===== src/rtl/pe_array_sequencer_if.sv =====
// Command bus between the host, the pe_array_sequencer and the pe_array.
// The master side issues commands and answers with ready.
// The slave side is the sequencer.
interface pe_array_sequencer_if #(
  parameter int PRECISION        = 8,
  parameter int OUTPUT_PRECISION = 32,
  parameter int REP_W            = 4
);
  // host -> sequencer
  logic                        cmd_push;
  logic [2:0]                  cmd_opcode;
  logic [1:0]                  cmd_shift_dir;
  logic                        cmd_image;
  logic [REP_W-1:0]            cmd_repeat;
  logic [PRECISION-1:0]        cmd_a;
  logic [PRECISION-1:0]        cmd_b;
  logic [OUTPUT_PRECISION-1:0] cmd_s;
  logic                        cmd_full;
  logic                        cmd_empty;

  // sequencer <-> array
  logic [2:0]                  command_to_execute;
  logic [1:0]                  shift_direction;
  logic                        image_to_shift;
  logic [PRECISION-1:0]        a_overwrite;
  logic [PRECISION-1:0]        b_overwrite;
  logic [OUTPUT_PRECISION-1:0] s_out_overwrite;
  logic                        ready;
  logic                        array_ack;

  modport master (
    output cmd_push, cmd_opcode, cmd_shift_dir, cmd_image, cmd_repeat,
           cmd_a, cmd_b, cmd_s, ready,
    input  cmd_full, cmd_empty, command_to_execute, shift_direction,
           image_to_shift, a_overwrite, b_overwrite, s_out_overwrite, array_ack
  );

  modport slave (
    input  cmd_push, cmd_opcode, cmd_shift_dir, cmd_image, cmd_repeat,
           cmd_a, cmd_b, cmd_s, ready,
    output cmd_full, cmd_empty, command_to_execute, shift_direction,
           image_to_shift, a_overwrite, b_overwrite, s_out_overwrite, array_ack
  );
endinterface


===== src/rtl/pe_array_sequencer.sv =====
// pe_array_sequencer: buffers host commands in a small FIFO and issues them
// one at a time to pe_array. Each command is held until ready, then
// acknowledged, and optionally repeated. The block also reports timeouts
// and FIFO overflow.
module pe_array_sequencer #(
  parameter int PRECISION        = 8,
  parameter int OUTPUT_PRECISION = 32,
  parameter int DEPTH            = 8,
  parameter int REP_W            = 4,
  parameter int TIMEOUT          = 256
) (
  input  logic                   CLK,
  input  logic                   RST_N,
  pe_array_sequencer_if.slave    bus,
  input  logic                   enable,
  input  logic                   err_clr,
  output logic                   busy,
  output logic                   timeout_err,
  output logic                   overflow_err,
  output logic [15:0]            cmds_done
);

  localparam int AW = $clog2(DEPTH);
  localparam int TW = $clog2(TIMEOUT) + 1;
  localparam logic [TW-1:0] TMO_LAST = TW'(TIMEOUT - 1);

  typedef struct packed {
    logic [2:0]                  op;
    logic [1:0]                  dir;
    logic                        img;
    logic [REP_W-1:0]            rep;
    logic [PRECISION-1:0]        a;
    logic [PRECISION-1:0]        b;
    logic [OUTPUT_PRECISION-1:0] s;
  } entry_t;

  typedef enum logic [1:0] {IDLE, WAIT, ACK} state_t;

  entry_t                      mem [DEPTH];
  entry_t                      in_entry;
  entry_t                      head;
  logic [AW:0]                 wr_ptr, rd_ptr, wr_nxt, rd_nxt;
  logic                        push_ok, pop, timed_out;
  state_t                      state, state_nxt;
  logic [REP_W-1:0]            rep_cnt;
  logic [TW-1:0]               timer;
  logic [2:0]                  cur_op;
  logic [1:0]                  cur_dir;
  logic                        cur_img;
  logic [PRECISION-1:0]        cur_a, cur_b;
  logic [OUTPUT_PRECISION-1:0] cur_s;

  assign in_entry = '{op: bus.cmd_opcode, dir: bus.cmd_shift_dir, img: bus.cmd_image,
                      rep: bus.cmd_repeat, a: bus.cmd_a, b: bus.cmd_b, s: bus.cmd_s};
  assign head     = mem[rd_ptr[AW-1:0]];
  // Full is judged on the registered flag, so a slot freed by a pop this cycle
  // is not reusable until the next cycle.
  assign push_ok  = bus.cmd_push && !bus.cmd_full;
  assign wr_nxt   = wr_ptr + (AW+1)'(push_ok);
  assign rd_nxt   = rd_ptr + (AW+1)'(pop);

  // FIFO storage; contents need no reset because the pointers define validity
  always_ff @(posedge CLK) begin
    if (push_ok) mem[wr_ptr[AW-1:0]] <= in_entry;
  end

  // FIFO pointers and registered full/empty flags (wrap bit separates full from empty)
  always_ff @(posedge CLK or negedge RST_N) begin
    if (!RST_N) begin
      wr_ptr        <= '0;
      rd_ptr        <= '0;
      bus.cmd_empty <= 1'b1;
      bus.cmd_full  <= 1'b0;
    end else begin
      wr_ptr        <= wr_nxt;
      rd_ptr        <= rd_nxt;
      bus.cmd_empty <= (wr_nxt == rd_nxt);
      bus.cmd_full  <= (wr_nxt[AW] != rd_nxt[AW]) && (wr_nxt[AW-1:0] == rd_nxt[AW-1:0]);
    end
  end

  // Next-state decode: pop in IDLE, wait for ready or timeout, then acknowledge
  always_comb begin
    state_nxt = state;
    pop       = 1'b0;
    timed_out = 1'b0;
    case (state)
      IDLE: begin
        if (enable && !bus.cmd_empty) begin
          pop = 1'b1;
          if (head.op != 3'd0) state_nxt = WAIT;
        end
      end
      WAIT: begin
        if (bus.ready) begin
          state_nxt = ACK;
        end else if (timer == TMO_LAST) begin
          timed_out = 1'b1;
          state_nxt = IDLE;
        end
      end
      ACK:     state_nxt = (rep_cnt != '0) ? WAIT : IDLE;
      default: state_nxt = IDLE;
    endcase
  end

  // State register, held command fields, and registered array-side outputs.
  // The overwrite outputs keep their last value outside WAIT; only the opcode
  // returns to zero. Re-issue is driven directly from ACK, so repeats show a
  // single zero cycle between issues.
  always_ff @(posedge CLK or negedge RST_N) begin
    if (!RST_N) begin
      state                  <= IDLE;
      busy                   <= 1'b0;
      rep_cnt                <= '0;
      timer                  <= '0;
      cur_op                 <= '0;
      cur_dir                <= '0;
      cur_img                <= 1'b0;
      cur_a                  <= '0;
      cur_b                  <= '0;
      cur_s                  <= '0;
      cmds_done              <= '0;
      bus.array_ack          <= 1'b0;
      bus.command_to_execute <= '0;
      bus.shift_direction    <= '0;
      bus.image_to_shift     <= 1'b0;
      bus.a_overwrite        <= '0;
      bus.b_overwrite        <= '0;
      bus.s_out_overwrite    <= '0;
    end else begin
      state                  <= state_nxt;
      busy                   <= (state_nxt != IDLE);
      bus.array_ack          <= 1'b0;
      bus.command_to_execute <= 3'd0;
      case (state)
        IDLE: begin
          if (pop && head.op != 3'd0) begin
            cur_op  <= head.op;
            cur_dir <= head.dir;
            cur_img <= head.img;
            cur_a   <= head.a;
            cur_b   <= head.b;
            cur_s   <= head.s;
            rep_cnt <= head.rep;
            timer   <= '0;
          end
        end
        WAIT: begin
          timer <= timer + TW'(1);
          if (bus.ready) begin
            bus.array_ack <= 1'b1;
            cmds_done     <= cmds_done + 16'd1;
          end else if (timed_out) begin
            rep_cnt <= '0;
          end else begin
            bus.command_to_execute <= cur_op;
            bus.shift_direction    <= cur_dir;
            bus.image_to_shift     <= cur_img;
            bus.a_overwrite        <= cur_a;
            bus.b_overwrite        <= cur_b;
            bus.s_out_overwrite    <= cur_s;
          end
        end
        ACK: begin
          if (rep_cnt != '0) begin
            rep_cnt                <= rep_cnt - REP_W'(1);
            timer                  <= '0;
            bus.command_to_execute <= cur_op;
            bus.shift_direction    <= cur_dir;
            bus.image_to_shift     <= cur_img;
            bus.a_overwrite        <= cur_a;
            bus.b_overwrite        <= cur_b;
            bus.s_out_overwrite    <= cur_s;
          end
        end
        default: ;
      endcase
    end
  end

  // Sticky error flags; a set event in the same cycle as err_clr wins
  always_ff @(posedge CLK or negedge RST_N) begin
    if (!RST_N) begin
      timeout_err  <= 1'b0;
      overflow_err <= 1'b0;
    end else begin
      if (timed_out)    timeout_err <= 1'b1;
      else if (err_clr) timeout_err <= 1'b0;
      if (bus.cmd_push && bus.cmd_full) overflow_err <= 1'b1;
      else if (err_clr)                 overflow_err <= 1'b0;
    end
  end

endmodule


===== src/flat_wrapper.sv =====
// flat-port wrapper written by rule: the top's interface ports become plain ports
module pe_array_sequencer_flat 
#(
  parameter int PRECISION        = 8,
  parameter int OUTPUT_PRECISION = 32,
  parameter int DEPTH            = 8,
  parameter int REP_W            = 4,
  parameter int TIMEOUT          = 256
)
  (CLK, RST_N, enable, err_clr, busy, timeout_err, overflow_err, cmds_done, bus_cmd_push, bus_cmd_opcode, bus_cmd_shift_dir, bus_cmd_image, bus_cmd_repeat, bus_cmd_a, bus_cmd_b, bus_cmd_s, bus_ready, bus_cmd_full, bus_cmd_empty, bus_command_to_execute, bus_shift_direction, bus_image_to_shift, bus_a_overwrite, bus_b_overwrite, bus_s_out_overwrite, bus_array_ack);
  pe_array_sequencer_if #(.PRECISION(PRECISION), .OUTPUT_PRECISION(OUTPUT_PRECISION), .REP_W(REP_W)) bus_i ();
  input  logic CLK;
  input  logic RST_N;
  input  logic enable;
  input  logic err_clr;
  output logic busy;
  output logic timeout_err;
  output logic overflow_err;
  output logic [15:0] cmds_done;
  input wire logic [$bits(bus_i.cmd_push)-1:0] bus_cmd_push;
  input wire logic [$bits(bus_i.cmd_opcode)-1:0] bus_cmd_opcode;
  input wire logic [$bits(bus_i.cmd_shift_dir)-1:0] bus_cmd_shift_dir;
  input wire logic [$bits(bus_i.cmd_image)-1:0] bus_cmd_image;
  input wire logic [$bits(bus_i.cmd_repeat)-1:0] bus_cmd_repeat;
  input wire logic [$bits(bus_i.cmd_a)-1:0] bus_cmd_a;
  input wire logic [$bits(bus_i.cmd_b)-1:0] bus_cmd_b;
  input wire logic [$bits(bus_i.cmd_s)-1:0] bus_cmd_s;
  input wire logic [$bits(bus_i.ready)-1:0] bus_ready;
  output wire logic [$bits(bus_i.cmd_full)-1:0] bus_cmd_full;
  output wire logic [$bits(bus_i.cmd_empty)-1:0] bus_cmd_empty;
  output wire logic [$bits(bus_i.command_to_execute)-1:0] bus_command_to_execute;
  output wire logic [$bits(bus_i.shift_direction)-1:0] bus_shift_direction;
  output wire logic [$bits(bus_i.image_to_shift)-1:0] bus_image_to_shift;
  output wire logic [$bits(bus_i.a_overwrite)-1:0] bus_a_overwrite;
  output wire logic [$bits(bus_i.b_overwrite)-1:0] bus_b_overwrite;
  output wire logic [$bits(bus_i.s_out_overwrite)-1:0] bus_s_out_overwrite;
  output wire logic [$bits(bus_i.array_ack)-1:0] bus_array_ack;
  assign bus_i.cmd_push = bus_cmd_push;
  assign bus_i.cmd_opcode = bus_cmd_opcode;
  assign bus_i.cmd_shift_dir = bus_cmd_shift_dir;
  assign bus_i.cmd_image = bus_cmd_image;
  assign bus_i.cmd_repeat = bus_cmd_repeat;
  assign bus_i.cmd_a = bus_cmd_a;
  assign bus_i.cmd_b = bus_cmd_b;
  assign bus_i.cmd_s = bus_cmd_s;
  assign bus_i.ready = bus_ready;
  assign bus_cmd_full = bus_i.cmd_full;
  assign bus_cmd_empty = bus_i.cmd_empty;
  assign bus_command_to_execute = bus_i.command_to_execute;
  assign bus_shift_direction = bus_i.shift_direction;
  assign bus_image_to_shift = bus_i.image_to_shift;
  assign bus_a_overwrite = bus_i.a_overwrite;
  assign bus_b_overwrite = bus_i.b_overwrite;
  assign bus_s_out_overwrite = bus_i.s_out_overwrite;
  assign bus_array_ack = bus_i.array_ack;
  pe_array_sequencer #(.PRECISION(PRECISION), .OUTPUT_PRECISION(OUTPUT_PRECISION), .DEPTH(DEPTH), .REP_W(REP_W), .TIMEOUT(TIMEOUT)) u_core (.CLK(CLK), .RST_N(RST_N), .bus(bus_i), .enable(enable), .err_clr(err_clr), .busy(busy), .timeout_err(timeout_err), .overflow_err(overflow_err), .cmds_done(cmds_done));
endmodule

===== config.mk =====
export PLATFORM = sky130hd
export DESIGN_NAME = pe_array_sequencer_flat
export DESIGN_NICKNAME = d
export VERILOG_FILES = /design/src/rtl/pe_array_sequencer_if.sv /design/src/rtl/pe_array_sequencer.sv /design/src/flat_wrapper.sv
export SDC_FILE = /design/constraint.sdc
export NUM_CORES = 1
export LEC_CHECK = 0
export ABC_AREA = 1
export BUFFER_PORTS_ARGS = -buffer_cell sky130_fd_sc_hd__buf_4
export CAP_MARGIN = 30
export CORE_AREA = 2 2 145 288
export CTS_BUF_LIST = sky130_fd_sc_hd__clkbuf_16
export DETAILED_ROUTE_END_ITERATION = 8
export DIE_AREA = 0 0 147 290
export MAX_ROUTING_LAYER = met4
export PLACE_DENSITY_LB_ADDON = 0.05
export SYNTH_ARGS = -nofsm -noshare
export SYNTH_HDL_FRONTEND = slang
export SYNTH_SLANG_ARGS = --single-unit

===== constraint.sdc =====
create_clock -name CLK -period 4.44 [get_ports CLK]
set_input_delay 0.888 -clock CLK [delete_from_list [all_inputs] [get_ports CLK]]
set_output_delay 0.888 -clock CLK [all_outputs]
set_load 0.01 [all_outputs]

## Yosys cells after proc, flatten, opt, wreduce, memory -nomap -nowiden

Memories as Yosys holds them, arrays and structs flattened.
Index checks and enable logic that the tools add are counted.

- Reduce and logical (&&, ||, !) cells: 20
- Equal/unequal tests: 11
- Multiplexer cells: 50
- Add/subtract/negate cells: 5

Operators by type and width:

| cell | number |
|---|---|
| $mux W32 | 3 |
| $pmux W32 S2 | 1 |
| $mux W8 | 6 |
| $pmux W8 S2 | 2 |
| $pmux W9 S3 | 1 |
| $mux W9 | 2 |
| $add A16 B1 Y16 const B | 1 |
| $mux W1 | 16 |
| $mux W4 | 4 |
| $mux W2 | 7 |
| $pmux W4 S3 | 1 |
| $add A9 B1 Y9 const B | 1 |
| $eq A9 B8 Y1 const B | 1 |
| $mux W3 | 3 |
| $add A4 B1 Y4 | 2 |
| $reduce_bool A2 Y1 | 4 |
| $ne A2 B1 Y1 const B | 3 |
| $pmux W2 S3 | 1 |
| $pmux W3 S2 | 1 |
| $reduce_bool A3 Y1 | 2 |
| $logic_and A1 B1 Y1 | 5 |
| $reduce_and A5 Y1 | 1 |
| $eq A4 B4 Y1 | 1 |
| $ne A2 B2 Y1 const B | 2 |
| other kinds (13) | 15 |

- Memories kept: 1
- Word-level logic and storage cells: 111
- Input port bits: 64
- Bits in registers: 153
- Bits in writable memories: 464

Memories:

| memory | words | bits a word | rd ports | clocked after Yosys merged registers in | wr ports | RTL line | source |
|---|---|---|---|---|---|---|---|
| u_core.mem | 8 | 58 | 1 | 0 | 1 | pe_array_sequencer.sv:39 | `entry_t mem [DEPTH];` |

## Logic depth before layout (Yosys ltp)

- Depth in word-level cells: 7
- Depth in mapped cells: 15

## Worst setup path before layout

Ideal clock, no wire load.

- Path kind: input -> register
- Start: input port bus_cmd_push
- End: memory u_core.mem[0][0] in the netlist's numbering (enable)
- Path buffers: 0
- Data required time: 3.966 ns
- Setup slack: 0.353 ns
- Data arrival time: 3.613 ns
- Cell stages on the path: 4
- Cells stage by stage: inv_1 nor2_1 nand2_1 nor2_1

- Word-level cells in the longest chain between the ends: 3

RTL lines:

| element | RTL line | source |
|---|---|---|
| start, declared | flat_wrapper.sv:20 | `input wire logic [$bits(bus_i.cmd_push)-1:0] bus_cmd_push;` |
| $logic_and A1 B1 Y1 | pe_array_sequencer.sv:58 | `assign push_ok = bus.cmd_push && !bus.cmd_full;` |
| $mux W1 | pe_array_sequencer.sv:64 | `if (push_ok) mem[wr_ptr[AW-1:0]] <= in_entry;` |
| $mux W1 (implied by the code) | pe_array_sequencer.sv:64 |  |
| end, declared | pe_array_sequencer.sv:39 |  |

No other way between the ends.

## Worst setup path in the final report

- Start: register u_core.rd_ptr[0]
- End: register u_core.cur_s[18]

- Word-level cells in the longest chain between the ends: 4

RTL lines:

| element | RTL line | source |
|---|---|---|
| start, declared | pe_array_sequencer.sv:42 | `logic [AW:0] wr_ptr, rd_ptr, wr_nxt, rd_nxt;` |
| start signal, assigned | pe_array_sequencer.sv:76 | `rd_ptr <= rd_nxt;` |
| $mem_v2 Z8 W58 (*) | -- |  |
| $reduce_bool A3 Y1 | pe_array_sequencer.sv:138 | `if (pop && head.op != 3'd0) begin` |
| $logic_and A1 B1 Y1 | pe_array_sequencer.sv:138 |  |
| $reduce_and A2 Y1 (no line) | -- |  |
| end signal, assigned | pe_array_sequencer.sv:144 | `cur_s <= head.s;` |
| end, declared | pe_array_sequencer.sv:51 | `logic [OUTPUT_PRECISION-1:0] cur_s;` |

Every way passes the cells marked *; elsewhere a longest branch is shown, timed or not.
A chain may end at the register's enable or synchronous reset.

==> impl_metrics.csv <==
group,metric,value,unit
run_status,status,"finished, final reports clean",
global_routing,grt_usage,25.5,%
timing,period_needed,3140,ps
critical_path,path_cells,"inv_6, buf_12, o21ai_0, o22ai_1, o21ai_0, o21ai_0",
synth,synth_edf_count,464,
cts,cts_tree,"yes",
place,portBuffers,139,
job,drv_cap,0,
floorplanning,start_util,59.2,%
critical_path,path_common_cell,"o21ai_0",
cts,postCtsSetupBuffers,0,
global_routing,antenna_found_initial,2,
critical_path,end_kind,"flop",
floorplanning,die_h,290,um
timing,relSlewSlack,37.4,%
timing,setup_viol,0,
critical_path,rr_startpoint,"u_core.rd_ptr[0]",
timing,fmax,319,MHz
layout,mostFrequentLayoutCell,"edfxtp_1",
critical_path,crit_slowest_cell,"dfrtp_4",
cts,clockBufferDepth,3,
cts,cts-root-buf,"clkbuf_16",
timing,hold_viol_final,0,
global_routing,grt_max_degree,183,
critical_path,critPathMaxFanout,182,
timing,rsz0062_at_grt,"false",
drt,drtAntennaViolNets,0,
synth,synth_ff_type,"edfxtp_1",
place,place_congestion,0.753,
floorplanning,ios,140,
synth,syn_nets,1890,
critical_path,critPathMaxStageDelay,960,ps
global_routing,grt_pass1_wl,81600,um
power,leakage,10.0,nW
drt,drt_iter0_drc,1045,
floorplanning,dieArea,42600,sq um
cts,htreeDepth,2,
min_path,hold_path_class,"in2async",
drt,wl,52600,um
synth,yosys_warnings,0,
power,power.density,664,nW/um^2
layout,drive_above_1_share,15.2,%
global_routing,grt-ovfl-total,0,
critical_path,arrival,3570,ps
drt,drc,0,
floorplanning,core-area,40300,sq um
place,dp_slack,1370,ps
synth,async_reset_ff_share,24.8,%
layout,final_cell_mix,"edfxtp_1, o21ai_0, nor2_1",
layout,areaGrowthSynthToFinish,13.3,%
timing,drv_slew,0,
synth,ys_seq_area_share,74.4,%
drt,wl_per_cell,21.1,um
critical_path,crit_required,4880,ps
critical_path,r2r_cells,6,
floorplanning,rows,104,
timing,fin_crit_sh,70.7,%
layout,final_util,67.0,%
cts,ctsHoldBuffers,0,
power,peakVddDrop,0.505,mV
critical_path,startpoint_type,"flop",
drt,dr.pass1.iters,5,
critical_path,crit_start,"u_core.rd_ptr[0]",
cts,cts_resized,0,
synth,syn_area,23900,sq um
cts,clk_latency,580,ps
floorplanning,die_w,147,um
critical_path,path_class,"reg2reg",
drt,vias,14600,
synth,ys_seq_elements,617,
cts,clkTransAtPathRegs,70,ps
drt,avgViaCountPerCell,5.87,
timing,worst_slack,1300,ps
place,dp_hpwl,29900,um
synth,syn-mean-instance-area,13.2,sq um
synth,netlist_instances,1814,
layout,final_nets,1998,
timing,worstMarginPinSlew,940,ps
synth,ys_types,35,
global_routing,grt_pass1_vias,14700,
layout,num-fill-cells,2974,
timing,final.setup_skew,16.4,ps
cts,clock-sinks,617,
cts,cts_made_buffers,51,
timing,tns,0,ps
-- worst paths after layout --
kind / endpoint / slack (ps)
hold / removal: u_core.overflow_err / 340
setup / recovery: u_core.cur_s[18] / 1300
hold reg to reg: u_core.rep_cnt[0] / 470
max in group asynchronous: u_core.cur_s[15] / 3180
min in group CLK: u_core.rep_cnt[0] / 470
setup reg to reg: u_core.cur_s[18] / 1300
-- flip-flops by register name, summed over array words and instances, names as in the netlist, 2 cells and up --
signal / cells
u_core.mem: 464
u_core.bus.s_out_overwrite: 32
u_core.cur_s: 32
u_core.cmds_done: 16
u_core.timer: 9
u_core.bus.a_overwrite: 8
u_core.bus.b_overwrite: 8
u_core.cur_a: 8
u_core.cur_b: 8
u_core.rd_ptr: 4
u_core.rep_cnt: 4
u_core.wr_ptr: 4
u_core.bus.command_to_execute: 3
u_core.cur_op: 3
u_core.bus.shift_direction: 2
u_core.cur_dir: 2
u_core.state: 2
-- worst max-delay path, delay by kind of cell (launching register included) --
kind	cells	cell delay, ps
compound gates	4	1110
buf+inv	2	620
flops	1	960
-- cells in the mapped netlist, types with 3 or more instances --
master	count	area share (%)
a21oi_1	7	0.15
buf_2	36	0.75
buf_4	5	0.16
buf_6	6	0.28
clkbuf_1	57	0.90
clkbuf_2	4	0.084
dfrtp_1	152	16
edfxtp_1	464	58
ha_1	12	0.63
inv_1	71	1.1
mux2_2	39	1.8
nand2_1	160	2.5
nand3_1	29	0.61
nand3b_1	3	0.094
nand4_1	7	0.18
nor2_1	257	4.0
o211ai_1	8	0.25
o21ai_0	316	6.6
o21ai_1	36	0.75
o221ai_1	51	1.9
o22ai_1	51	1.3
or2_2	4	0.10
xnor2_1	12	0.44
xor2_1	12	0.44
-- routing by layer --
layer / up-vias / GRT usage, % / part of all wire (%)
met5: - / - / 0
met4: 0 / 7.65 / 2.6
met3: 81 / 3.13 / 4.7
met2: 418 / 47.5 / 56
met1: 7384 / 28.4 / 37
li1: 6757 / - / -
-- power breakdown --
group / internal, mW / switching [mW] / total, mW / leakage (nW)
registers: 7.44 / 0.582 / 8.02 / 6.14
clock network: 2.38 / 1.96 / 4.35 / 0.831
logic: 1.90 / 3.69 / 5.60 / 3.06
-- final cells by class --
type | count | area, sq um | area share (%)
antenna | 2 | 5.00 | 0.0185
clock buffer | 51 | 1280 | 4.72
clock inverter | 43 | 329 | 1.22
inverter | 75 | 289 | 1.07
multi-input combinational | 1014 | 5370 | 19.9
sequential | 617 | 17800 | 65.7
tap | 530 | 663 | 2.45
timing repair buffer | 163 | 1340 | 4.94
-- stage by stage --
step	std cells	hold WS, ps	instance area [sq um]	total power [mW]
floorplan	1814	442	23900	11.8
finish	2495	340	27000	18.0
global route	2495	409	27000	19.0
detailed placement	2398	458	25400	13.8
global placement	2398	459	25400	13.5
CTS	2492	368	27000	18.1
-- cell families (layout without fill, tap and decap cells) --
logic type                 after synthesis  in the layout  share of synthesized area, %
DFF                                    617            617                          74.4
AOI/OAI and AO/OA                      470            470                          11.0
and+or+nand+nor                        469            469                          7.82
buffers and inverters                  183            332                          3.37
muxes                                   39             39                          1.84
xor gates and xnor gates                24             24                         0.881
adders and majority gates               12             12                         0.629
other                                    0              2                             0
Power figures use the tool's default switching activity.
